<file path="config.mk">
export PLATFORM = sky130hd
export DESIGN_NAME = seq_pattern_tx
export DESIGN_NICKNAME = d
export VERILOG_FILES = /design/src/rtl/seq_pattern_tx.sv
export SDC_FILE = /design/constraint.sdc
export NUM_CORES = 1
export LEC_CHECK = 0
export ABC_AREA = 1
export BUFFER_PORTS_ARGS = -buffer_cell sky130_fd_sc_hd__buf_2
export CORE_UTILIZATION = 49
export CTS_BUF_LIST = sky130_fd_sc_hd__clkbuf_16
export DETAILED_ROUTE_END_ITERATION = 7
export PLACE_DENSITY = 0.75
export SLEW_MARGIN = 20
export SYNTH_ARGS = -nofsm -noshare
export SYNTH_HDL_FRONTEND = slang
export SYNTH_SLANG_ARGS = --single-unit
</file>
<file path="constraint.sdc">
create_clock -name clk -period 1.4 [get_ports clk]
set_input_delay 0 -clock clk [delete_from_list [all_inputs] [get_ports clk]]
set_output_delay 0 -clock clk [all_outputs]
set_load 0.05 [all_outputs]
</file>
<file path="src/rtl/seq_pattern_tx.sv">
// rtl/seq_pattern_tx.sv - serial frame transmitter: sync pattern, MSB-first payload, guard zeros
module seq_pattern_tx #(
  parameter int                DATA_W    = 8,
  parameter int                SYNC_W    = 3,
  parameter logic [SYNC_W-1:0] SYNC_PAT  = 3'b101,
  parameter int                GUARD_LEN = 2,
  parameter int                BAUD_DIV  = 1
) (
  input  logic              clk,
  input  logic              rst,
  input  logic [DATA_W-1:0] in_data,
  input  logic              in_valid,
  output logic              in_ready,
  input  logic              abort,
  output logic              x_out,
  output logic              bit_strobe,
  output logic              tx_active,
  output logic              frame_done
);

  localparam int MAX_SD  = (SYNC_W > DATA_W) ? SYNC_W : DATA_W;
  localparam int MAX_LEN = (MAX_SD > GUARD_LEN) ? MAX_SD : GUARD_LEN;
  localparam int CNT_W   = (MAX_LEN > 1) ? $clog2(MAX_LEN) : 1;
  localparam int BAUD_W  = (BAUD_DIV > 1) ? $clog2(BAUD_DIV + 1) : 1;

  localparam logic [CNT_W-1:0]  LAST_SYNC  = CNT_W'(SYNC_W - 1);
  localparam logic [CNT_W-1:0]  LAST_DATA  = CNT_W'(DATA_W - 1);
  localparam logic [CNT_W-1:0]  LAST_GUARD = (GUARD_LEN > 0) ? CNT_W'(GUARD_LEN - 1) : '0;
  localparam logic [BAUD_W-1:0] LAST_BAUD  = BAUD_W'(BAUD_DIV - 1);

  localparam logic [1:0] S_IDLE  = 2'd0;
  localparam logic [1:0] S_SYNC  = 2'd1;
  localparam logic [1:0] S_DATA  = 2'd2;
  localparam logic [1:0] S_GUARD = 2'd3;

  logic [1:0]        state_q, state_d;
  logic [BAUD_W-1:0] baud_q, baud_d;
  logic [CNT_W-1:0]  bit_q, bit_d;
  logic [DATA_W-1:0] shift_q, shift_d;
  logic [SYNC_W-1:0] sync_q, sync_d;
  logic              x_out_q, x_out_d;
  logic              strobe_q, strobe_d;
  logic              done_q, done_d;
  logic              bit_end;

  assign in_ready   = (state_q == S_IDLE) && !abort;
  assign tx_active  = (state_q != S_IDLE);
  assign x_out      = x_out_q;
  assign bit_strobe = strobe_q;
  assign frame_done = done_q;
  assign bit_end    = (baud_q == LAST_BAUD);

  always_comb begin
    state_d  = state_q;
    baud_d   = baud_q;
    bit_d    = bit_q;
    shift_d  = shift_q;
    sync_d   = sync_q;
    x_out_d  = x_out_q;
    strobe_d = 1'b0;
    done_d   = 1'b0;
    if (state_q != S_IDLE && abort) begin
      state_d = S_IDLE;
      baud_d  = '0;
      bit_d   = '0;
      shift_d = '0;
      sync_d  = '0;
      x_out_d = 1'b0;
    end else if (state_q == S_IDLE) begin
      x_out_d = 1'b0;
      if (in_valid && in_ready) begin
        state_d  = S_SYNC;
        shift_d  = in_data;
        sync_d   = SYNC_PAT;
        x_out_d  = SYNC_PAT[SYNC_W-1];
        strobe_d = 1'b1;
        baud_d   = '0;
        bit_d    = '0;
      end
    end else if (!bit_end) begin
      baud_d = baud_q + 1'b1;
    end else begin
      // Bit boundary: the next bit value is registered so x_out changes exactly on this edge.
      baud_d   = '0;
      strobe_d = 1'b1;
      case (state_q)
        S_SYNC: begin
          if (bit_q == LAST_SYNC) begin
            state_d = S_DATA;
            bit_d   = '0;
            x_out_d = shift_q[DATA_W-1];
          end else begin
            bit_d   = bit_q + 1'b1;
            sync_d  = sync_q << 1;
            x_out_d = sync_d[SYNC_W-1];
          end
        end
        S_DATA: begin
          if (bit_q != LAST_DATA) begin
            bit_d   = bit_q + 1'b1;
            shift_d = shift_q << 1;
            x_out_d = shift_d[DATA_W-1];
          end else if (GUARD_LEN > 0) begin
            state_d = S_GUARD;
            bit_d   = '0;
            x_out_d = 1'b0;
          end else begin
            state_d  = S_IDLE;
            bit_d    = '0;
            x_out_d  = 1'b0;
            strobe_d = 1'b0;
            done_d   = 1'b1;
          end
        end
        default: begin
          x_out_d = 1'b0;
          if (bit_q == LAST_GUARD) begin
            state_d  = S_IDLE;
            bit_d    = '0;
            strobe_d = 1'b0;
            done_d   = 1'b1;
          end else begin
            bit_d = bit_q + 1'b1;
          end
        end
      endcase
    end
  end

  always_ff @(posedge clk or posedge rst) begin
    if (rst) begin
      state_q  <= S_IDLE;
      baud_q   <= '0;
      bit_q    <= '0;
      shift_q  <= '0;
      sync_q   <= '0;
      x_out_q  <= 1'b0;
      strobe_q <= 1'b0;
      done_q   <= 1'b0;
    end else begin
      state_q  <= state_d;
      baud_q   <= baud_d;
      bit_q    <= bit_d;
      shift_q  <= shift_d;
      sync_q   <= sync_d;
      x_out_q  <= x_out_d;
      strobe_q <= strobe_d;
      done_q   <= done_d;
    end
  end

endmodule

</file>
==> results of run 1 <==
## synth_stat cells
cell	number	area (um2)
nand2_1	35	131.4
inv_1	20	75.07
dfrtp_1	18	450.4
o21ai_0	10	50.05
nand3_1	9	45.04
o21ai_2	8	70.07
ha_1	7	87.58
nor2_1	6	22.52
a21oi_1	3	15.01
a21oi_4	2	32.53
buf_6	2	22.52
inv_2	2	7.510
nand2_2	2	12.51
o21ai_1	2	10.01
inv_4	1	6.260
nand4_1	1	6.260
nor2_4	1	11.26
nor3_1	1	5.000
o22ai_1	1	6.260
## layout make-up
| cell class | instances | area, um2 |
|---|---|---|
| clock buffer | 3 | 75.07 |
| inverter | 23 | 101.3 |
| fill | 123 | 392.9 |
| tap | 27 | 33.78 |
| multi-input combinational | 88 | 630.6 |
| clock inverter | 1 | 3.754 |
| sequential | 18 | 450.4 |
| timing repair buffer | 39 | 314.1 |
## sequential cells by signal (all words and copies together), names as in the netlist
register and count:
bit_q 3, x_out 1, shift_q 8, state_q 2, frame_done 1, sync_q 2
bit_strobe 1
## per-stage QoR
step                std cells  total power, mW  TNS (ns)  cell area [um2]  setup WS [ns]
finish                    199            4.133   -0.5983             1609       -0.08401
global route              199            4.397    -1.393             1609        -0.1421
CTS                       199            3.883   -0.2054             1548       -0.03138
detailed placement        189            2.916   -0.6470             1336       -0.09727
global placement          189            2.848  -0.09142             1336       -0.02270
floorplan                 131            2.179   -0.1170             1092       -0.01920
## cell families after synthesis
kind of cell	synth area share (%)
AOI/OAI and AO/OA	17.23
buffers and inverters	10.43
and+or+nand+nor	21.92
adders and majority gates	8.206
DFF	42.20
## layout by cell type (no fill, tap or decap), types with 3 or more instances in the layout
cell	synthesis	layout
a21oi_4	2	3
buf_2	0	15
buf_4	0	18
clkbuf_16	0	3
dfrtp_1	18	18
ha_4	0	4
inv_1	20	16
inv_2	2	5
nand2_1	35	27
nand2_2	2	9
nand3_1	9	7
nor2_1	6	4
nor2_4	1	3
o21ai_0	10	7
o21ai_1	2	4
o21ai_2	8	9
## timing repair
item,in CTS,in global routing
hold endpoints to repair,18,0
pin swaps,5,5
resized for setup,18,18
gates cloned,1,0
hold buffers,1,0
buffers inserted,5,0
endpoints found under the setup margin,16,17
## power by group through the flow
stage / sequential, mW / clock (mW) / combinational, mW
after floorplan: 0.876 / 0 / 1.30
after global placement: 0.781 / 0 / 2.07
after detailed placement: 0.787 / 0 / 2.13
after CTS: 0.786 / 0.593 / 2.50
after global routing: 0.814 / 0.617 / 2.97
final: 0.798 / 0.577 / 2.76
## critical path: stages, from the launching register on
cell	delay, ns
dfrtp_1	0.40
inv_1	0.13
ha_1	0.19
nand2_1	0.10
nand2_2	0.15
nand3_1	0.11
nand2_2	0.11
nand2_1	0.07
nand2_1	0.07
nand2_1	0.05
## routing by layer
layer	wire length (um)	part of all wire (%)
met1	1234	44
met2	1447	51
met3	93	3.3
met4	42	1.5
met5	0	0
## worst max-delay path by stage
stage | startpoint | end | slack, ns | cells past startpoint
after floorplan | state_q[0]$_DFFE_PP0P_ | shift_q[1]$_DFFE_PP0P_ | -0.02 | 9
after global placement | state_q[1]$_DFFE_PP0P_ | sync_q[1]$_DFFE_PP0P_ | -0.02 | 9
after detailed placement | state_q[0]$_DFFE_PP0P_ | shift_q[3]$_DFFE_PP0P_ | -0.1 | 8
after CTS | bit_q[0]$_DFFE_PP0P_ | shift_q[5]$_DFFE_PP0P_ | -0.03 | 9
after global routing | bit_q[0]$_DFFE_PP0P_ | state_q[0]$_DFFE_PP0P_ | -0.14 | 9
final | bit_q[0]$_DFFE_PP0P_ | state_q[0]$_DFFE_PP0P_ | -0.08 | 9
==> reports/metrics.yaml, run 1 <==
run_status:
  status: "finished, violations left"
  violations: "negative setup slack"
grt:
  grt_overflow: 0
  busiest_layer: "met2"
  globalRouteMet3Util_pct: 7.233
  grt_pass1_vias: 1025
  grt.total_usage_pct: 26.20
  grtUsageMet2_pct: 44.21
  grt_pass1_wl_um: 4650
  antenna_found_initial: 0
  grt_max_degree: 19
  grt.met1_usage_pct: 31.80
timing:
  max_freq_mhz: 673.9
  period_needed_ns: 1.484
  grt_setup_unrepaired: "yes"
  setup_violations: 12
  fin_ws_ns: -0.08401
  worst_pin_slew_ns: 0.6900
  hold_slack_ns: 0.01670
  slew_viol_final: 0
  finalCritPeriodShare_pct: 106.0
  hold_viol: 0
  relSlewSlack_pct: 53.95
  skew_ns: 0.001815
final_layout:
  drive_above_1_share_pct: 47.67
  finish.utilization_pct: 80.38
  n_antenna_cell: 0
  syn2layout_area_growth_pct: 50.76
  final_nets: 192
logic_synthesis:
  syn_nets: 150
  synth.yosys.seq_area_share_pct: 42.20
  synth_area_per_cell_um2: 8.147
  ys_types: 19
  netlist_area_um2: 1067
  syn_inst: 131
  ys_warn_count: 0
  yosys_register_bits: 18
worst_setup_path:
  r2r_start: "bit_q[0]$_DFFE_PP0P_"
  required_ns: 1.54
  path_class: "flop to flop"
  critPathCaptureType: "flop"
  reg2reg_depth: 9
  r2r_end: "state_q[0]$_DFFE_PP0P_"
  cp-start-kind: "flop"
  worst-path-max-fanout: 5
  cp.arrival_ns: 1.63
  r2r_slack_ns: -0.08
cts:
  clk_pin_slew_ns: 0.05
  numCtsBuffers: 3
  htreeDepth: 1
  cts.path.max_buffers: 2
  cts_tree: "done"
  cts-root-buf: "clkbuf_16"
  cts_num_sinks: 18
  clk_latency_ns: 0.25
floorplan:
  num_io_pins: 17
  die_h_um: 48.67
  initial_core_util_pct: 53.31
  rows: 16
  die_area_um2: 2369
  core_um2: 2002
  die_w_um: 48.67
hold_path:
  hold_start: "in_data[0]"
  min_path_cells: 3
  holdPathEnd: "shift_q[0]$_DFFE_PP0P_"
  hp-class: "primary input to flop"
routing:
  drtPass1Iterations: 4
  via_per_inst: 5.206
  drtAntennaViolNets: 0
  drc_errors: 0
  drt-total-wl_um: 2817
  wire_per_inst_um: 14.16
  vias: 1036
  drt_iter0_drc: 24
pwr:
  irDropWorstVdd_uv: 2332
  clock_power_share_pct: 14.0
  cellPowerDensity_nw_per_um2: 2568
  p_seq_share_pct: 19.3
  swShare_pct: 43.77
  pwr-share-comb_pct: 66.7
  p_leak_nw: 0.7853
  internal-power_mw: 2.324
  p_switching_mw: 1.809
flow_run:
  drv_cap: 0
placement:
  routabilityCongestion: 0.8607
  hpwl_um: 1797
  port_buffers: 16
Note: power is estimated with default switching activity, not from simulation.
==> inputs of run 2 (changes only) <==
--- a/config.mk
+++ b/config.mk
@@ -12,4 +12,5 @@
 export DETAILED_ROUTE_END_ITERATION = 7
 export PLACE_DENSITY = 0.75
+export SKIP_CTS_REPAIR_TIMING = 1
 export SLEW_MARGIN = 20
 export SYNTH_ARGS = -nofsm -noshare
==> constraint.sdc (replaced) <==
create_clock -name clk -period 1.4 [get_ports clk]
set_input_delay 0.07 -clock clk [delete_from_list [all_inputs] [get_ports clk]]
set_output_delay 0.07 -clock clk [all_outputs]
set_load 0.05 [all_outputs]
==> run 2 against run 1 <==
Compared with the run above: the flow still finishes with violations (negative setup slack); critical path depth down 1; fmax rose by 1.4%; largest power group unchanged; non-clock buffer count is 1 lower; clock power increased by 1%; routed wire length down 1.6%.
==> reports/metrics.yaml, run 2 (same netlist as run 1, synthesis figures left out) <==
final_layout:
  layout_commonest_cell: "nand2_1"
  reg_top3: "shift_q x8, bit_q x3"
  syn2layout_area_growth_pct: 45.96
  largest_register_ff_count: 8  # unchanged
  n_antenna_cell: 0  # unchanged
  drive_above_1_share_pct: 42.69  # -5.0 points
  regMostFlops: "shift_q"
  mostFrequentLayoutCells: "32 x nand2_1, 18 x dfrtp_1, 17 x buf_4, 16 x inv_1, 15 x buf_2"
  final_nets: 191  # -0.52%
  nFillCells: 136  # +11%
routing:
  top_layer: "met4"
  drtPass1Iterations: 4  # unchanged
  via_per_inst: 5.237  # +0.60%
  drt-met1-wl_um: 1148  # -7.0%
  drt-total-wl_um: 2772  # -1.6%
  met2_length_um: 1463  # +1.1%
  drtAntennaViolNets: 0  # unchanged
  wire_per_inst_um: 14.00  # -1.1%
  wl_met3_um: 135  # +45%
  drt_iter0_drc: 39  # +63%
  drc_errors: 0  # unchanged
  vias: 1037  # +0.097%
floorplan:
  num_io_pins: 17  # unchanged
  core_um2: 2002  # unchanged
  die_h_um: 48.67  # unchanged
  rows: 16  # unchanged
  die_w_um: 48.67  # unchanged
  initial_core_util_pct: 53.31  # unchanged
  die_area_um2: 2369  # unchanged
worst_setup_path:
  critPathCaptureType: "flop"
  path_delay_family: "flip-flops"
  worst-path-max-fanout: 6  # +1
  cp.arrival_ns: 1.64  # about the same
  critical_path_buf_inv_count: 2  # +1
  crit_slowest_cell: "dfrtp_1"
  critical_path.cell_chain: "ha_2 -> ha_4 -> inv_2 -> nand2_4 -> a21oi_4 -> buf_12 -> nand2_1 -> o21ai_2"
  path_class: "flop to flop"
  required_ns: 1.58  # +0.04 ns
  cp-start-kind: "flop"
  critical-path-max-stage-delay_ns: 0.40  # about the same
grt:
  antenna_found_initial: 0  # unchanged
  grt_pass1_wl_um: 4119  # -11%
  grt_pass1_vias: 937  # -8.6%
  grt.total_usage_pct: 23.06  # -3.1 points
  grt_overflow: 0  # unchanged
  grt_max_degree: 19  # unchanged
timing:
  relSlewSlack_pct: 53.90  # about the same
  slew_viol_final: 0  # unchanged
  skew_ns: 0.001315  # -0.0004991 ns
  fin_tns_setup_ns: -0.4610  # +0.1373 ns
  worst_pin_slew_ns: 0.6908  # +0.0007951 ns
  period_needed_ns: 1.463  # -0.02057 ns
  grt_setup_unrepaired: "yes"
  max_freq_mhz: 683.3  # +1.4%
  hold_viol: 0  # unchanged
  setup_violations: 12  # unchanged
  finalCritPeriodShare_pct: 104.5  # -1.5 points
  fin_ws_ns: -0.06344  # +0.02057 ns
cts:
  cts.path.max_buffers: 2  # unchanged
  numCtsBuffers: 3  # unchanged
  clk_pin_slew_ns: 0.05  # about the same
  htreeDepth: 1  # unchanged
  clk_latency_ns: 0.25  # about the same
  cts-root-buf: "clkbuf_16"
  cts_num_sinks: 18  # unchanged
  cts_tree: "done"
hold_path:
  hp-class: "primary input to flop"
run_status:
  status: "finished, violations left"
  violations: "negative setup slack"
pwr:
  irDropWorstVdd_uv: 2150  # -7.8%
  total_power_mw: 3.925  # -5.0%
  cellPowerDensity_nw_per_um2: 2520  # -1.9%
  p_leak_nw: 0.7675  # -2.3%
placement:
  port_buffers: 16  # unchanged
  hpwl_um: 1797  # unchanged
  routabilityCongestion: 0.8607  # unchanged
flow_run:
  drv_cap: 0  # unchanged
==> run 2: cell types whose count changed in the layout (fill, tap and decap cells not counted), sizes merged <==
| cell | previous run | this run |
|---|---|---|
| buf | 38 | 36 |
| clkbuf | 3 | 4 |
==> run 2: layout make-up <==
class / instances / area, um2 / share of cell area [%]
multi-input cells: 88 / 591.8 / 37.99
flip-flops and latches: 18 / 450.4 / 28.92
repair buffers: 38 / 304.0 / 19.52
inverters: 23 / 98.84 / 6.345
clock buffers: 3 / 75.07 / 4.819
well taps: 27 / 33.78 / 2.169
clock inverters: 1 / 3.754 / 0.2410
==> run 2: tightest hold or removal path: cells and delay by family <==
kind,cells,cell delay [ns]
simple gates,1,0.09
buf+inv,1,0.08
compound gates,1,0.07
==> run 2: through the flow <==
step	utilization (%)	instance area, um2	instances	setup WS (ns)	hold WS, ns
floorplan	-	1092	131	-0.01920	0.008570
global placement	66.75	1336	189	-0.02270	0.1997
detailed placement	66.75	1336	189	-0.09727	0.2116
CTS	70.69	1415	193	-0.2430	-0.05906
global route	77.81	1558	198	-0.1279	0.1057
finish	77.81	1558	198	-0.06344	0.08563
==> run 2: final timing paths <==
path	startpoint	to	slack, ns	depth (start not counted)
worst max-delay path	bit_q[0]$_DFFE_PP0P_	shift_q[3]$_DFFE_PP0P_	-0.06	8
worst min-delay path	in_data[0]	shift_q[0]$_DFFE_PP0P_	0.09	3
worst max register to register	bit_q[0]$_DFFE_PP0P_	shift_q[3]$_DFFE_PP0P_	-0.06	8
worst min register to register	shift_q[1]$_DFFE_PP0P_	shift_q[1]$_DFFE_PP0P_	0.52	2
max in group asynchronous	rst	bit_q[0]$_DFFE_PP0P_	0.50	3
min in group asynchronous	rst	shift_q[4]$_DFFE_PP0P_	0.46	3
==> run 2: power by group <==
part	total, mW	leakage [nW]	switching, mW	internal (mW)
clock network	0.585	0.0385	0.205	0.380
logic	2.55	0.493	1.44	1.12
registers	0.788	0.236	0.0750	0.713
==> run 2: per-layer routing <==
layer	vias up	GRT usage, %
met5	-	0
met3	4	6.604
met4	0	7.353
met1	496	26.60
li1	494	-
met2	43	40.74
==> inputs of run 3 (changes only) <==
Settings changed: CORE_ASPECT_RATIO set to 1.4.
==> run 3 against run 2 <==
Compared with the run above: the run still ends with negative setup slack left; fmax up 0.66%; sequential power up 0.6%; sequential cell count unchanged.
==> reports/metrics.yaml, run 3 (same netlist as run 1, synthesis figures left out) <==
run_status:
  status: "finished, violations left"
  violations: "negative setup slack"
grt:
  grt_max_degree: 19  # unchanged
  grt_pass1_vias: 881  # -6.0%
  grt_overflow: 0  # unchanged
  antenna_found_initial: 0  # unchanged
  grt_pass1_wl_um: 3767  # -8.5%
  grt.total_usage_pct: 21.08  # -2.0 points
timing:
  finalCritPeriodShare_pct: 103.8  # -0.69 points
  skew_ns: 0.004096  # +0.002781 ns
  relSlewSlack_pct: 54.41  # +0.52 points
  worst_pin_slew_ns: 0.6830  # -0.007718 ns
  period_needed_ns: 1.454  # -0.009617 ns
  max_freq_mhz: 687.8  # +0.66%
  setup_violations: 10  # -2
  hold_viol: 0  # unchanged
  fin_tns_setup_ns: -0.4043  # +0.05670 ns
  grt_setup_unrepaired: "yes"
  fin_ws_ns: -0.05382  # +0.009617 ns
  slew_viol_final: 0  # unchanged
routing:
  drtPass1Iterations: 6  # +2
  wire_per_inst_um: 16.17  # +16%
  drt_iter0_drc: 32  # -18%
  drtAntennaViolNets: 0  # unchanged
  drt-total-wl_um: 3154  # +14%
  drc_errors: 0  # unchanged
  vias: 1052  # +1.4%
  via_per_inst: 5.395  # +3.0%
floorplan:
  die_area_um2: 2371  # +0.11%
  core_um2: 1997  # -0.25%
  die_h_um: 57.22  # +18%
  die_w_um: 41.45  # -15%
  initial_core_util_pct: 53.45  # +0.13 points
  num_io_pins: 17  # unchanged
  rows: 19  # +3
worst_setup_path:
  critical_path.cell_chain: "inv_2 -> ha_4 -> nor2_4 -> buf_6 -> a21oi_4 -> clkbuf_16 -> o21ai_2"
  critPathCaptureType: "flop"
  path_class: "flop to flop"
  critical_path_buf_inv_count: 3  # +1
  cp.arrival_ns: 1.59  # -0.05 ns
  worst-path-max-fanout: 5  # -1
  path_delay_family: "buffers and inverters"
  required_ns: 1.53  # -0.05 ns
  crit_slowest_cell: "dfrtp_1"
  critical-path-max-stage-delay_ns: 0.38  # -0.02 ns
  cp-start-kind: "flop"
placement:
  port_buffers: 16  # unchanged
  hpwl_um: 1787  # -0.55%
  routabilityCongestion: 0.8507  # -1.2%
hold_path:
  hp-class: "primary input to flop"
final_layout:
  mostFrequentLayoutCells: "24 x nand2_1, 18 x dfrtp_1, 17 x buf_4, 16 x inv_1, 15 x buf_2"
  final_nets: 194  # +1.6%
  finish.utilization_pct: 81.33  # +3.5 points
  n_antenna_cell: 0  # unchanged
  regMostFlops: "shift_q"
  syn2layout_area_growth_pct: 52.17
  largest_register_ff_count: 8  # unchanged
  layout_commonest_cell: "nand2_1"
  reg_top3: "shift_q x8, bit_q x3"
  drive_above_1_share_pct: 50.00  # +7.3 points
pwr:
  cellPowerDensity_nw_per_um2: 2567  # +1.9%
  p_leak_nw: 0.7944  # +3.5%
  irDropWorstVdd_uv: 1862  # -13%
cts:
  cts.path.max_buffers: 2  # unchanged
  cts-root-buf: "clkbuf_16"
  cts_tree: "done"
  htreeDepth: 1  # unchanged
  clk_latency_ns: 0.25  # about the same
  clk_pin_slew_ns: 0.05  # about the same
  numCtsBuffers: 3  # unchanged
  cts_num_sinks: 18  # unchanged
flow_run:
  drv_cap: 0  # unchanged
run 3: changes by cell type in the layout (fill, tap and decap cells not counted), sizes merged:
cell | before | now
buf | 36 | 39
run 3: metrics by stage:
stage	hold slack (ns)	worst slack, ns	std cells	area (um2)	power [mW]
final	0.07569	-0.05382	195	1624	4.169
after global routing	0.07857	-0.08411	195	1624	4.384
after CTS	-0.05807	-0.2267	189	1423	3.547
after detailed placement	0.2095	-0.1077	185	1344	2.954
after global placement	0.1948	-0.03314	185	1344	2.892
after floorplan	0.008570	-0.01920	131	1092	2.179
run 3: path summary, 6_finish.rpt:
kind,startpoint,end,slack [ns],cells past startpoint
worst max-delay path,state_q[1]$_DFFE_PP0P_,shift_q[7]$_DFFE_PP0P_,-0.05,7
worst min-delay path,in_data[0],shift_q[0]$_DFFE_PP0P_,0.08,3
worst max register to register,state_q[1]$_DFFE_PP0P_,shift_q[7]$_DFFE_PP0P_,-0.05,7
worst min register to register,shift_q[4]$_DFFE_PP0P_,shift_q[4]$_DFFE_PP0P_,0.53,2
max in group asynchronous,rst,bit_strobe$_DFF_PP0_,0.46,3
min in group asynchronous,rst,shift_q[6]$_DFFE_PP0P_,0.50,3
run 3: layer usage:
metal  routed length (um)  share of wire (%)  track usage (%)
met5                    0                  0                0
met4                  102                3.2            8.295
met3                   80                2.5            4.430
met2                 1812                 57            39.29
met1                 1158                 37            22.79
run 3: report_power, final:
part	total, mW	switching, mW	internal (mW)
registers	0.793	0.0798	0.713
clock network	0.570	0.191	0.379
logic	2.81	1.59	1.22
total	4.17	1.86	2.31
run 3: area by class of cell:
cell class,count,area [um2]
Multi-Input combinational cell,88,634.4
Sequential cell,18,450.4
Fill cell,117,372.9
Timing Repair Buffer,41,332.8
Inverter,23,101.3
Clock buffer,3,75.07
Tap cell,21,26.28
Clock inverter,1,3.754
run 3: tightest hold or removal path: cells and delay by family:
family	cells	cell delay (ns)
AND/OR/NAND/NOR	1	0.07
AO/OA/AOI/OAI	1	0.05
buffers and inverters	1	0.10
